===== config.mk =====
export PLATFORM = sky130hd
export DESIGN_NAME = bcd_serial_adder_ctrl
export DESIGN_NICKNAME = d
export VERILOG_FILES = /design/src/rtl/bcd_serial_adder_ctrl_pkg.sv /design/src/rtl/bcd_serial_adder_ctrl_digit_add.sv /design/src/rtl/bcd_serial_adder_ctrl.sv
export SDC_FILE = /design/constraint.sdc
export NUM_CORES = 1
export LEC_CHECK = 0
export CAP_MARGIN = 0
export CORE_MARGIN = 2
export CORE_UTILIZATION = 40
export CTS_BUF_LIST = sky130_fd_sc_hd__clkbuf_2 sky130_fd_sc_hd__clkbuf_4 sky130_fd_sc_hd__clkbuf_8
export DETAILED_ROUTE_END_ITERATION = 6
export GPL_TIMING_DRIVEN = 0
export PLACE_DENSITY = 0.66
export SYNTH_ARGS = -nofsm -noshare
export SYNTH_HDL_FRONTEND = slang
export SYNTH_SLANG_ARGS = --single-unit

===== constraint.sdc =====
create_clock -name clk -period 10.4 [get_ports clk]
set_clock_uncertainty 0.05 [all_clocks]
set_input_delay 1.56 -clock clk [delete_from_list [all_inputs] [get_ports clk]]
set_output_delay 1.56 -clock clk [all_outputs]
set_load 0.05 [all_outputs]

===== src/rtl/bcd_serial_adder_ctrl_pkg.sv =====
// Shared encodings and BCD constants for the serial BCD adder.
package bcd_serial_adder_ctrl_pkg;

    typedef enum logic [1:0] {
        ST_IDLE = 2'd0,
        ST_ADD  = 2'd1,
        ST_DONE = 2'd2
    } state_t;

    localparam logic [3:0] BCD_MAX  = 4'd9;
    localparam logic [3:0] BCD_CORR = 4'd6;

endpackage


===== src/rtl/bcd_serial_adder_ctrl_digit_add.sv =====
// Single-digit BCD adder: binary add, then +6 correction when the sum exceeds 9.
module bcd_digit_add
    import bcd_serial_adder_ctrl_pkg::*;
(
    input  logic [3:0] a4,
    input  logic [3:0] b4,
    input  logic       ci,
    output logic [3:0] digit4,
    output logic       co
);

    logic [4:0] s;
    logic [4:0] s_corr;

    assign s      = {1'b0, a4} + {1'b0, b4} + {4'd0, ci};
    assign s_corr = s + {1'b0, BCD_CORR};

    // Invalid input digits follow the same rule; only the low nibble is kept.
    always_comb begin
        digit4 = s[3:0];
        co     = 1'b0;
        if (s > {1'b0, BCD_MAX}) begin
            digit4 = s_corr[3:0];
            co     = 1'b1;
        end
    end

endmodule


===== src/rtl/bcd_serial_adder_ctrl.sv =====
// Serial BCD adder sequencer: one shared digit adder, LSD first, start/busy/done.
module bcd_serial_adder_ctrl
    import bcd_serial_adder_ctrl_pkg::*;
#(
    parameter int DIGITS = 4,
    localparam int IDX_W = (DIGITS > 1) ? $clog2(DIGITS) : 1
) (
    input  logic                  clk,
    input  logic                  reset,
    input  logic                  start,
    input  logic [4*DIGITS-1:0]   a,
    input  logic [4*DIGITS-1:0]   b,
    input  logic                  cin,
    output logic                  busy,
    output logic                  done,
    output logic [4*DIGITS-1:0]   sum,
    output logic                  cout,
    output logic                  err
);

    state_t              state;
    state_t              state_next;
    logic [IDX_W-1:0]    idx;
    logic [4*DIGITS-1:0] op_a;
    logic [4*DIGITS-1:0] op_b;
    logic                carry;
    logic [3:0]          a_d;
    logic [3:0]          b_d;
    logic [3:0]          digit;
    logic                dco;
    logic                last;

    assign a_d  = op_a[4*idx +: 4];
    assign b_d  = op_b[4*idx +: 4];
    assign last = (idx == IDX_W'(DIGITS - 1));
    assign busy = (state == ST_ADD);
    assign done = (state == ST_DONE);

    bcd_digit_add u_digit (
        .a4     (a_d),
        .b4     (b_d),
        .ci     (carry),
        .digit4 (digit),
        .co     (dco)
    );

    always_ff @(posedge clk) begin
        if (reset) begin
            state <= ST_IDLE;
        end else begin
            state <= state_next;
        end
    end

    always_comb begin
        state_next = state;
        unique case (state)
            ST_IDLE: if (start) state_next = ST_ADD;
            ST_ADD:  if (last) state_next = ST_DONE;
            ST_DONE: state_next = ST_IDLE;
            default: state_next = ST_IDLE;
        endcase
    end

    always_ff @(posedge clk) begin
        if (reset) begin
            idx   <= '0;
            op_a  <= '0;
            op_b  <= '0;
            carry <= 1'b0;
            sum   <= '0;
            cout  <= 1'b0;
            err   <= 1'b0;
        end else begin
            unique case (state)
                ST_IDLE: begin
                    if (start) begin
                        op_a  <= a;
                        op_b  <= b;
                        carry <= cin;
                        idx   <= '0;
                        sum   <= '0;
                        cout  <= 1'b0;
                        err   <= 1'b0;
                    end
                end
                ST_ADD: begin
                    sum[4*idx +: 4] <= digit;
                    carry           <= dco;
                    err             <= err | (a_d > BCD_MAX) | (b_d > BCD_MAX);
                    if (last) begin
                        cout <= dco;
                    end else begin
                        idx <= idx + IDX_W'(1);
                    end
                end
                default: ;
            endcase
        end
    end

endmodule


==> results of run 1 <==
[worst min-delay path by stage]
| stage | from | endpoint | slack [ns] |
|---|---|---|---|
| after global placement | op_a[0] | op_a[0] | 0.39 |
| final | op_a[1] | op_a[1] | 0.41 |
| after global routing | op_b[13] | op_b[13] | 0.43 |
| after CTS | op_a[12] | op_a[12] | 0.41 |
| after detailed placement | op_a[12] | op_a[12] | 0.40 |
| after floorplan | op_a[10] | op_a[10] | 0.38 |
[power by group through the flow]
stage	sequential [mW]	clock [mW]	combinational (mW)
6_report	0.226	0.117	0.0907
4_1_cts	0.226	0.120	0.0914
3_3_place_gp	0.231	0	0.0903
2_1_floorplan	0.233	0	0.0572
3_5_place_dp	0.231	0	0.0911
5_1_grt	0.228	0.128	0.100
[worst max-delay path: stages (launching register included)]
cell and delay, ns:
dfxtp_1 0.52, buf_2 0.36, mux4_2 0.58, fa_1 0.46
fa_1 0.42, xnor2_1 0.32, ha_1 0.25, nor2b_1 0.14
a31o_1 0.16, o31ai_2 0.09, and2_1 0.19, a211oi_2 0.37
a22o_1 0.20
[flip-flops by register name, summed over array words and instances (netlist names)]
register	cells
idx	2
op_a	16
carry	1
cout	1
op_b	16
err	1
state	2
sum	16
[metrics by stage]
step	utilization	power (mW)	cell area [sq um]	hold slack (ns)	instances
final	0.536	0.434	3180	0.408	414
after global routing	0.536	0.456	3180	0.429	414
after CTS	0.536	0.437	3180	0.410	414
after detailed placement	0.522	0.323	3090	0.397	407
after global placement	0.522	0.321	3090	0.391	407
after floorplan	-	0.290	2450	0.383	278
[placed cells by master, fill, tap and decap left out, drive strengths merged, types with 4 or more instances in the layout]
cell | Yosys | routed
nand2 | 70 | 70
dfxtp | 55 | 55
ha | 8 | 8
nand2b | 4 | 4
clkbuf | 14 | 20
mux4 | 8 | 8
a21oi | 43 | 43
a22oi | 9 | 9
nor2 | 16 | 16
inv | 5 | 5
nor2b | 6 | 6
a22o | 9 | 9
clkdlybuf4s50 | 0 | 54
[layout make-up]
type	instances	area share
Clock buffer	6	0.0260
Tap cell	75	0.0296
Timing Repair Buffer	54	0.170
Inverter	5	0.00591
Multi-Input combinational cell	202	0.401
Buffer	16	0.0193
Clock inverter	1	0.00158
Sequential cell	55	0.347
[layer usage]
| layer | track usage | vias to the layer above | wire length (microns) |
|---|---|---|---|
| li1 | - | 1082 | - |
| met1 | 0.210 | 952 | 2420 |
| met2 | 0.310 | 55 | 2720 |
| met3 | 0.0424 | 6 | 272 |
| met4 | 0.0400 | 0 | 43 |
| met5 | 0 | - | 0 |
[cells by family (layout without fill, tap and decap cells)]
group	Yosys count	after routing
buffers and inverters	21	82
adder cells (fa/ha/maj)	10	10
flip-flops	55	55
AO/OA/AOI/OAI	75	75
AND/OR/NAND/NOR	107	107
XOR/XNOR	2	2
multiplexers	8	8
==> impl_metrics.env, run 1 <==
export IMPL_finalSetupTns_ns=0
export IMPL_syn_cell_area_sq_um=2450
export IMPL_overflow=0
export IMPL_slew_violations=0
export IMPL_initial_core_util=0.414
export IMPL_post_cts_setup_buffer_count=0
export IMPL_power_switching_share=0.277
export IMPL_hpwl_microns=4310
export IMPL_maxSlewHeadroom=0.562
export IMPL_viasPerCell=5.06
export IMPL_cts_resized=0
export IMPL_synth_top_area_frac=0.449
export IMPL_multi_input_area_sq_um=1270
export IMPL_path_class="reg2reg"
export IMPL_synth_compound_gate_area_share=0.194
export IMPL_cts_buffers=5
export IMPL_fillers=566
export IMPL_synth_distinct_cells=37
export IMPL_grt_pass1_vias=2025
export IMPL_start_kind="flop"
export IMPL_antenna_cells=0
export IMPL_areaGrowthSynthToFinish_pct=29.4
export IMPL_crit_fanout=10
export IMPL_synth_edf_count=0
export IMPL_synth_simple_area_share=0.187
export IMPL_fmaxAchievable_mhz=242
export IMPL_num_rows=28
export IMPL_endpoint="sum[6]"
export IMPL_drive_gt1_frac=0.0678
export IMPL_max_cap_violations=0
export IMPL_drt_iter0_markers=73
export IMPL_power_density_nw_per_um2=137
export IMPL_hold_path_class="reg2reg"
export IMPL_ioPinCount=56
export IMPL_tightestPinTransition_ns=0.651
export IMPL_dr_pass1_iters=4
export IMPL_end_kind="flop"
export IMPL_clkPwrFrac=0.269
export IMPL_worstPathArrival_ns=4.34
export IMPL_place_gp_congestion=0.797
export IMPL_async_flop_share=0
export IMPL_yosysWarnings=0
export IMPL_grt_start_max_net_pins=16
export IMPL_syn_nets=324
export IMPL_ys_seq_area_frac=0.449
export IMPL_ff_latch_area_sq_um=1100
export IMPL_reg2reg_to="sum[6]"
export IMPL_yosys_most_used_dff="dfxtp_1"
export IMPL_synth_common_cells="70 x nand2_1, 55 x dfxtp_1, 42 x a21oi_1"
export IMPL_cts_sinks=55
export IMPL_htreeDepth=2
export IMPL_fin_ws_ns=6.26
export IMPL_die_w_microns=82.3
export IMPL_r2r_slack_ns=6.26
export IMPL_synth_most_common_cell="nand2_1"
export IMPL_syn_instance_count=278
export IMPL_clockBufferDepth=2
export IMPL_synth_top_family_by_area="compound AO/OA/AOI/OAI gates"
export IMPL_clockRootBuffer="clkbuf_8"
export IMPL_clk_pin_slew_worst_paths_ns=0.09
export IMPL_leakage_nw=1.18
export IMPL_p_switching_mw=0.120
export IMPL_max_vdd_ir_drop_v=0.0000568
export IMPL_power_frac_seq=0.522
export IMPL_grt_setup_unrepaired="false"
export IMPL_vias=2095
export IMPL_post_place_ws_ns=6.27
export IMPL_startpoint="idx[0]"
export IMPL_finalCritPeriodShare=0.398
export IMPL_synthXorXnorAreaFrac=0.00714
export IMPL_synth_mux_area_frac=0.0734
export IMPL_finalSetupViolCount=0
export IMPL_cp_required_ns=10.60
export IMPL_clk_latency_ns=0.30
export IMPL_drc=0
export IMPL_core_sq_um=5920
export IMPL_synth_top_area_cell="dfxtp_1"
export IMPL_p_int_mw=0.314
export IMPL_drtAntennaViolNets=0
export IMPL_die_y_microns=82.3
export IMPL_hold_depth=2
export IMPL_routed_wl_microns=5450
export IMPL_r2r_start="idx[0]"
export IMPL_avgSynthCellArea_sq_um=8.83
export IMPL_power_share_combinational=0.209
export IMPL_yosys_top_cells_area="dfxtp_1 45%, nand2_1 11%, a21oi_1 8.6%"
export IMPL_cts_hold_buf=0
export IMPL_ff2ff_path_depth=12
export IMPL_finalHoldViolCount=0
export IMPL_synth_ff_latch_count=55
export IMPL_period_needed_ns=4.14
export IMPL_fp_dieArea_sq_um=6780
export IMPL_wl_per_cell_microns=13.2
export IMPL_run_status="completed"
export IMPL_grt_usage=0.174
export IMPL_antenna_found_initial=0
export IMPL_synth_fa_ha_area_frac=0.0571
export IMPL_fin_nets=385
export IMPL_grt_pass1_wl_microns=9040
export IMPL_cts_tree="built"
export IMPL_numPortBuffers=54
No activity file was read; power rests on OpenSTA's default activity.
==> inputs of run 2 (changes only) <==
--- a/config.mk
+++ b/config.mk
@@ -11,7 +11,7 @@
 export CTS_BUF_LIST = sky130_fd_sc_hd__clkbuf_2 sky130_fd_sc_hd__clkbuf_4 sky130_fd_sc_hd__clkbuf_8
 export DETAILED_ROUTE_END_ITERATION = 6
 export GPL_TIMING_DRIVEN = 0
-export PLACE_DENSITY = 0.66
+export PLACE_DENSITY = 0.69
 export SYNTH_ARGS = -nofsm -noshare
 export SYNTH_HDL_FRONTEND = slang
 export SYNTH_SLANG_ARGS = --single-unit
==> constraint.sdc (replaced) <==
create_clock -name clk -period 3.8 [get_ports clk]
set_clock_uncertainty 0.05 [all_clocks]
set_input_delay 0.57 -clock clk [delete_from_list [all_inputs] [get_ports clk]]
set_output_delay 0.57 -clock clk [all_outputs]
set_load 0.05 [all_outputs]
==> impl_metrics.env, run 2 (synthesis gave the netlist of run 1 again) <==
export IMPL_fillers=569
export IMPL_use_met1=0.221
export IMPL_max_vdd_ir_drop_v=0.000174
export IMPL_fin_nets=386
export IMPL_htreeDepth=2
export IMPL_max_cap_violations=0
export IMPL_grt_pass1_wl_microns=9410
export IMPL_grt_busiest_layer="met2"
export IMPL_grt_start_max_net_pins=16
export IMPL_overflow=0
export IMPL_fin_ws_ns=0.146
export IMPL_maxSlewHeadroom=0.556
export IMPL_fp_dieArea_sq_um=6780
export IMPL_drive_gt1_frac=0.0938
export IMPL_wl_per_cell_microns=13.6
export IMPL_r2r_start="idx[0]"
export IMPL_clk_pin_slew_worst_paths_ns=0.09
export IMPL_top_regs="op_a: 16 flops, op_b: 16 flops, sum: 16 flops"
export IMPL_period_needed_ns=3.65
export IMPL_slew_violations=0
export IMPL_r2r_slack_ns=0.15
export IMPL_cts_tree="built"
export IMPL_grt_usage=0.184
export IMPL_run_status="completed"
export IMPL_clockRootBuffer="clkbuf_8"
export IMPL_power_density_nw_per_um2=384
export IMPL_die_w_microns=82.3
export IMPL_grt_pass1_vias=2035
export IMPL_hpwl_microns=4290
export IMPL_crit_fanout=10
export IMPL_post_place_ws_ns=-0.389
export IMPL_core_sq_um=5920
export IMPL_vias=2133
export IMPL_antenna_found_initial=0
export IMPL_drc=0
export IMPL_drtAntennaViolNets=0
export IMPL_clockBufferDepth=2
export IMPL_cts_hold_buf=0
export IMPL_start_kind="flop"
export IMPL_routed_wl_microns=5650
export IMPL_leakage_nw=1.20
export IMPL_hold_start="op_b[11]"
export IMPL_end_kind="flop"
export IMPL_cp_top_family="adder cells"
export IMPL_total_power_mw=1.25
export IMPL_crit_chain="buf_8 > mux4_2 > fa_2 > fa_2 > inv_1 > ha_1 > nor2b_1 > a31o_1 > o31ai_4 > and2_4 > a211oi_4 > a22o_1"
export IMPL_cp_required_ns=3.96
export IMPL_die_y_microns=82.3
export IMPL_cts_sinks=55
export IMPL_layout_common_cells="70 x nand2_1, 54 x dfxtp_1, 54 x clkdlybuf4s50_1, 42 x a21oi_1, 16 x nor2_1"
export IMPL_cts_buffers=5
export IMPL_clk_latency_ns=0.31
export IMPL_grt_use_met2=0.319
export IMPL_hold_path_class="reg2reg"
export IMPL_drt_iter0_markers=92
export IMPL_numPortBuffers=54
export IMPL_ff2ff_path_depth=12
export IMPL_worstHoldEndpoint="op_b[11]"
export IMPL_ioPinCount=56
export IMPL_cpPeakStageDelay_ns=0.54
export IMPL_crit_top_cell="fa_2"
export IMPL_worstPathArrival_ns=3.81
export IMPL_dr_pass1_iters=4
export IMPL_mostFrequentLayoutCell="nand2_1"
export IMPL_grt_setup_unrepaired="false"
export IMPL_reg2reg_to="sum[6]"
export IMPL_initial_core_util=0.414
export IMPL_finalSetupViolCount=0
export IMPL_finalCritPeriodShare=0.962
export IMPL_use_met3=0.0457
export IMPL_num_rows=28
export IMPL_hold_depth=2
export IMPL_tightestPinTransition_ns=0.659
export IMPL_multi_input_area_sq_um=1320
export IMPL_path_class="reg2reg"
export IMPL_finalHoldViolCount=0
export IMPL_viasPerCell=5.13
export IMPL_antenna_cells=0
export IMPL_place_gp_congestion=0.783
export IMPL_crit_buf_inv=2
export IMPL_areaGrowthSynthToFinish_pct=32.9
export IMPL_crit_path_top_delay_cell="mux4_2"
export IMPL_ff_latch_area_sq_um=1100
export IMPL_fmaxAchievable_mhz=274
run 2: layout make-up:
cell class / instances / area share
plain buffers: 16 / 0.0223
well taps: 75 / 0.0288
inverters: 5 / 0.00576
repair buffers: 55 / 0.168
clock buffers: 8 / 0.0318
multi-input cells: 202 / 0.404
flip-flops and latches: 55 / 0.339
run 2: routing by layer:
metal | vias up | routed length, microns
met5 | - | 0
met4 | 0 | 97
met3 | 9 | 268
met2 | 57 | 2750
met1 | 984 | 2530
li1 | 1083 | -
run 2: through the flow:
step	area, sq um	util	std cells	hold WS [ns]	setup TNS [ns]
2_1_floorplan	2450	-	278	0.383	0
3_3_place_gp	3090	0.522	407	0.390	-2.91
3_5_place_dp	3090	0.522	407	0.396	-3.86
4_1_cts	3230	0.545	416	0.410	0
5_1_grt	3260	0.551	416	0.432	0
6_report	3260	0.551	416	0.408	0
run 2: worst max path at each step:
stage / cells after the start / slack, ns / from / end
floorplan: 12 / 0.14 / idx[0] / sum[6]
global placement: 12 / -0.31 / idx[0] / sum[14]
detailed placement: 12 / -0.39 / idx[0] / sum[6]
CTS: 12 / 0.04 / idx[0] / sum[6]
global route: 12 / 0.04 / idx[0] / sum[6]
finish: 12 / 0.15 / idx[0] / sum[6]
run 2: timing repair:
item / CTS / global route
buffers inserted: 1 / 0
cloned: 0 / 0
gates resized for setup: 8 / 6
setup endpoints to repair: 14 / 12
pin swaps: 1 / 1
run 2: worst min-delay path: cells and delay by family, from the launching register on:
kind / cells / cell delay [ns]
DFF: 1 / 0.32
and+or+nand+nor: 1 / 0.05
AOI/OAI and AO/OA: 1 / 0.05
run 2: report_power, final:
part | switching, mW | internal [mW] | leakage [nW] | total [mW]
sequential | 0.0167 | 0.603 | 0.450 | 0.619
clock | 0.183 | 0.174 | 0.0549 | 0.357
combinational | 0.149 | 0.128 | 0.699 | 0.277
total | 0.348 | 0.905 | 1.20 | 1.25
==> inputs of run 3 (changes only) <==
--- a/config.mk
+++ b/config.mk
@@ -11,7 +11,7 @@
 export CTS_BUF_LIST = sky130_fd_sc_hd__clkbuf_2 sky130_fd_sc_hd__clkbuf_4 sky130_fd_sc_hd__clkbuf_8
 export DETAILED_ROUTE_END_ITERATION = 6
 export GPL_TIMING_DRIVEN = 0
-export PLACE_DENSITY = 0.69
+export PLACE_DENSITY_LB_ADDON = 0.08
 export SYNTH_ARGS = -nofsm -noshare
 export SYNTH_HDL_FRONTEND = slang
 export SYNTH_SLANG_ARGS = --single-unit
==> impl_metrics.env, run 3 (synthesis gave the netlist of run 1 again) <==
export IMPL_clockBufferDepth=2
export IMPL_p_int_mw=0.855
export IMPL_initial_core_util=0.414
export IMPL_tightestPinTransition_ns=0.726
export IMPL_mostFrequentLayoutCell="nand2_1"
export IMPL_core_sq_um=5920
export IMPL_end_kind="flop"
export IMPL_crit_buf_inv=2
export IMPL_drc=0
export IMPL_run_status="completed"
export IMPL_overflow=0
export IMPL_ioPinCount=56
export IMPL_grt_pass1_wl_microns=9650
export IMPL_antenna_cells=0
export IMPL_grt_start_max_net_pins=17
export IMPL_start_kind="flop"
export IMPL_maxSlewHeadroom=0.512
export IMPL_finalSetupViolCount=0
export IMPL_drt_iter0_markers=107
export IMPL_die_y_microns=82.3
export IMPL_power_density_nw_per_um2=375
export IMPL_post_place_cells=407
export IMPL_vias=2133
export IMPL_top_regs="op_a: 16 flops, op_b: 16 flops, sum: 16 flops"
export IMPL_p_switching_mw=0.359
export IMPL_crit_path_top_delay_cell="mux4_2"
export IMPL_layout_common_cells="70 x nand2_1, 54 x dfxtp_1, 54 x clkdlybuf4s50_1, 42 x a21oi_1, 16 x nor2_1"
export IMPL_power_frac_seq=0.509
export IMPL_viasPerCell=5.13
export IMPL_wl_per_cell_microns=13.9
export IMPL_htreeDepth=2
export IMPL_ff_latch_area_sq_um=1100
export IMPL_cp_top_family="adder cells"
export IMPL_cpPeakStageDelay_ns=0.53
export IMPL_multi_input_area_sq_um=1320
export IMPL_num_rows=28
export IMPL_crit_chain="buf_8 > mux4_2 > fa_1 > fa_2 > inv_1 > ha_1 > nor2b_1 > a31o_1 > o31ai_4 > and2_4 > a211oi_4 > a22o_1"
export IMPL_cts_hold_buf=0
export IMPL_max_cap_violations=0
export IMPL_crit_fanout=10
export IMPL_dr_pass1_iters=4
export IMPL_clk_pin_slew_worst_paths_ns=0.10
export IMPL_grt_pass1_vias=1988
export IMPL_clk_latency_ns=0.32
export IMPL_path_class="reg2reg"
export IMPL_place_gp_congestion=0.827
export IMPL_hold_path_class="reg2reg"
export IMPL_r2r_slack_ns=0.14
export IMPL_die_w_microns=82.3
export IMPL_fmaxAchievable_mhz=273
export IMPL_numPortBuffers=54
export IMPL_fin_nets=386
export IMPL_cts_buffers=5
export IMPL_worstPathArrival_ns=3.82
export IMPL_drtAntennaViolNets=0
export IMPL_fp_dieArea_sq_um=6780
export IMPL_fillers=569
export IMPL_routed_wl_microns=5770
export IMPL_cp_required_ns=3.96
export IMPL_power_switching_share=0.296
export IMPL_antenna_found_initial=0
export IMPL_period_needed_ns=3.66
export IMPL_max_vdd_ir_drop_v=0.000202
export IMPL_hpwl_microns=4270
export IMPL_finalHoldViolCount=0
export IMPL_cts_tree="built"
export IMPL_power_share_combinational=0.226
export IMPL_whs_ns=0.408
export IMPL_clkPwrFrac=0.265
export IMPL_grt_usage=0.190
export IMPL_cts_sinks=55
export IMPL_finalCritPeriodShare=0.964
export IMPL_final_cells=416
export IMPL_slew_violations=0
export IMPL_drive_gt1_frac=0.0938
export IMPL_total_power_mw=1.21
export IMPL_leakage_nw=1.20
export IMPL_areaGrowthSynthToFinish_pct=32.1
export IMPL_clockRootBuffer="clkbuf_8"
export IMPL_utilization=0.548
run 3: cell count changes in the layout (fill, tap and decap cells not counted):
cell,before,now
o21a_1,1,0
fa_2,2,1
o21a_2,0,1
clkinv_2,0,3
clkbuf_2,1,0
fa_1,0,1
clkbuf_8,7,5
run 3: timing repair:
action,4_1_cts,5_1_grt
endpoints found under the setup margin,14,12
resized for setup,8,8
pin swaps,0,2
setup buffers,0,1
run 3: area by class of cell:
type,instances,area share
multi-input combinational,202,0.406
sequential,55,0.341
timing repair buffer,55,0.169
tap,75,0.0289
buffer,16,0.0232
clock buffer,5,0.0212
inverter,5,0.00579
clock inverter,3,0.00463
run 3: metal layers:
metal	routed length (microns)	track usage
met1	2650	0.254
met2	2800	0.307
met3	268	0.0467
met4	43	0.0467
met5	0	0
run 3: metrics by stage:
step | cell area, sq um | setup slack [ns] | TNS [ns]
final | 3240 | 0.136 | 0
after floorplan | 2450 | 0.139 | 0
after global routing | 3240 | -0.00335 | -0.00335
after CTS | 3200 | 0.0129 | 0
after global placement | 3090 | -0.365 | -3.39
after detailed placement | 3090 | -0.405 | -3.95
run 3: final timing paths:
path,from,to,cells after the start
max reg2reg,idx[0],sum[6],12
min,op_b[7],op_b[7],2
max,idx[0],sum[6],12
min reg2reg,op_b[7],op_b[7],2
run 3: worst register-to-register path, cell delays in order, from the launching register on:
cell and delay [ns]:
dfxtp_4 0.39, buf_8 0.16, mux4_2 0.53, fa_1 0.46, fa_2 0.53, inv_1 0.08
ha_1 0.22, nor2b_1 0.14, a31o_1 0.24, o31ai_4 0.25, and2_4 0.20, a211oi_4 0.05
a22o_1 0.26
run 3: power groups by stage:
| stage | combinational (mW) | sequential (mW) | clock (mW) |
|---|---|---|---|
| final | 0.275 | 0.618 | 0.322 |
| after global routing | 0.304 | 0.622 | 0.348 |
| after CTS | 0.261 | 0.619 | 0.329 |
| after detailed placement | 0.252 | 0.633 | 0 |
| after global placement | 0.248 | 0.632 | 0 |
| after floorplan | 0.157 | 0.638 | 0 |
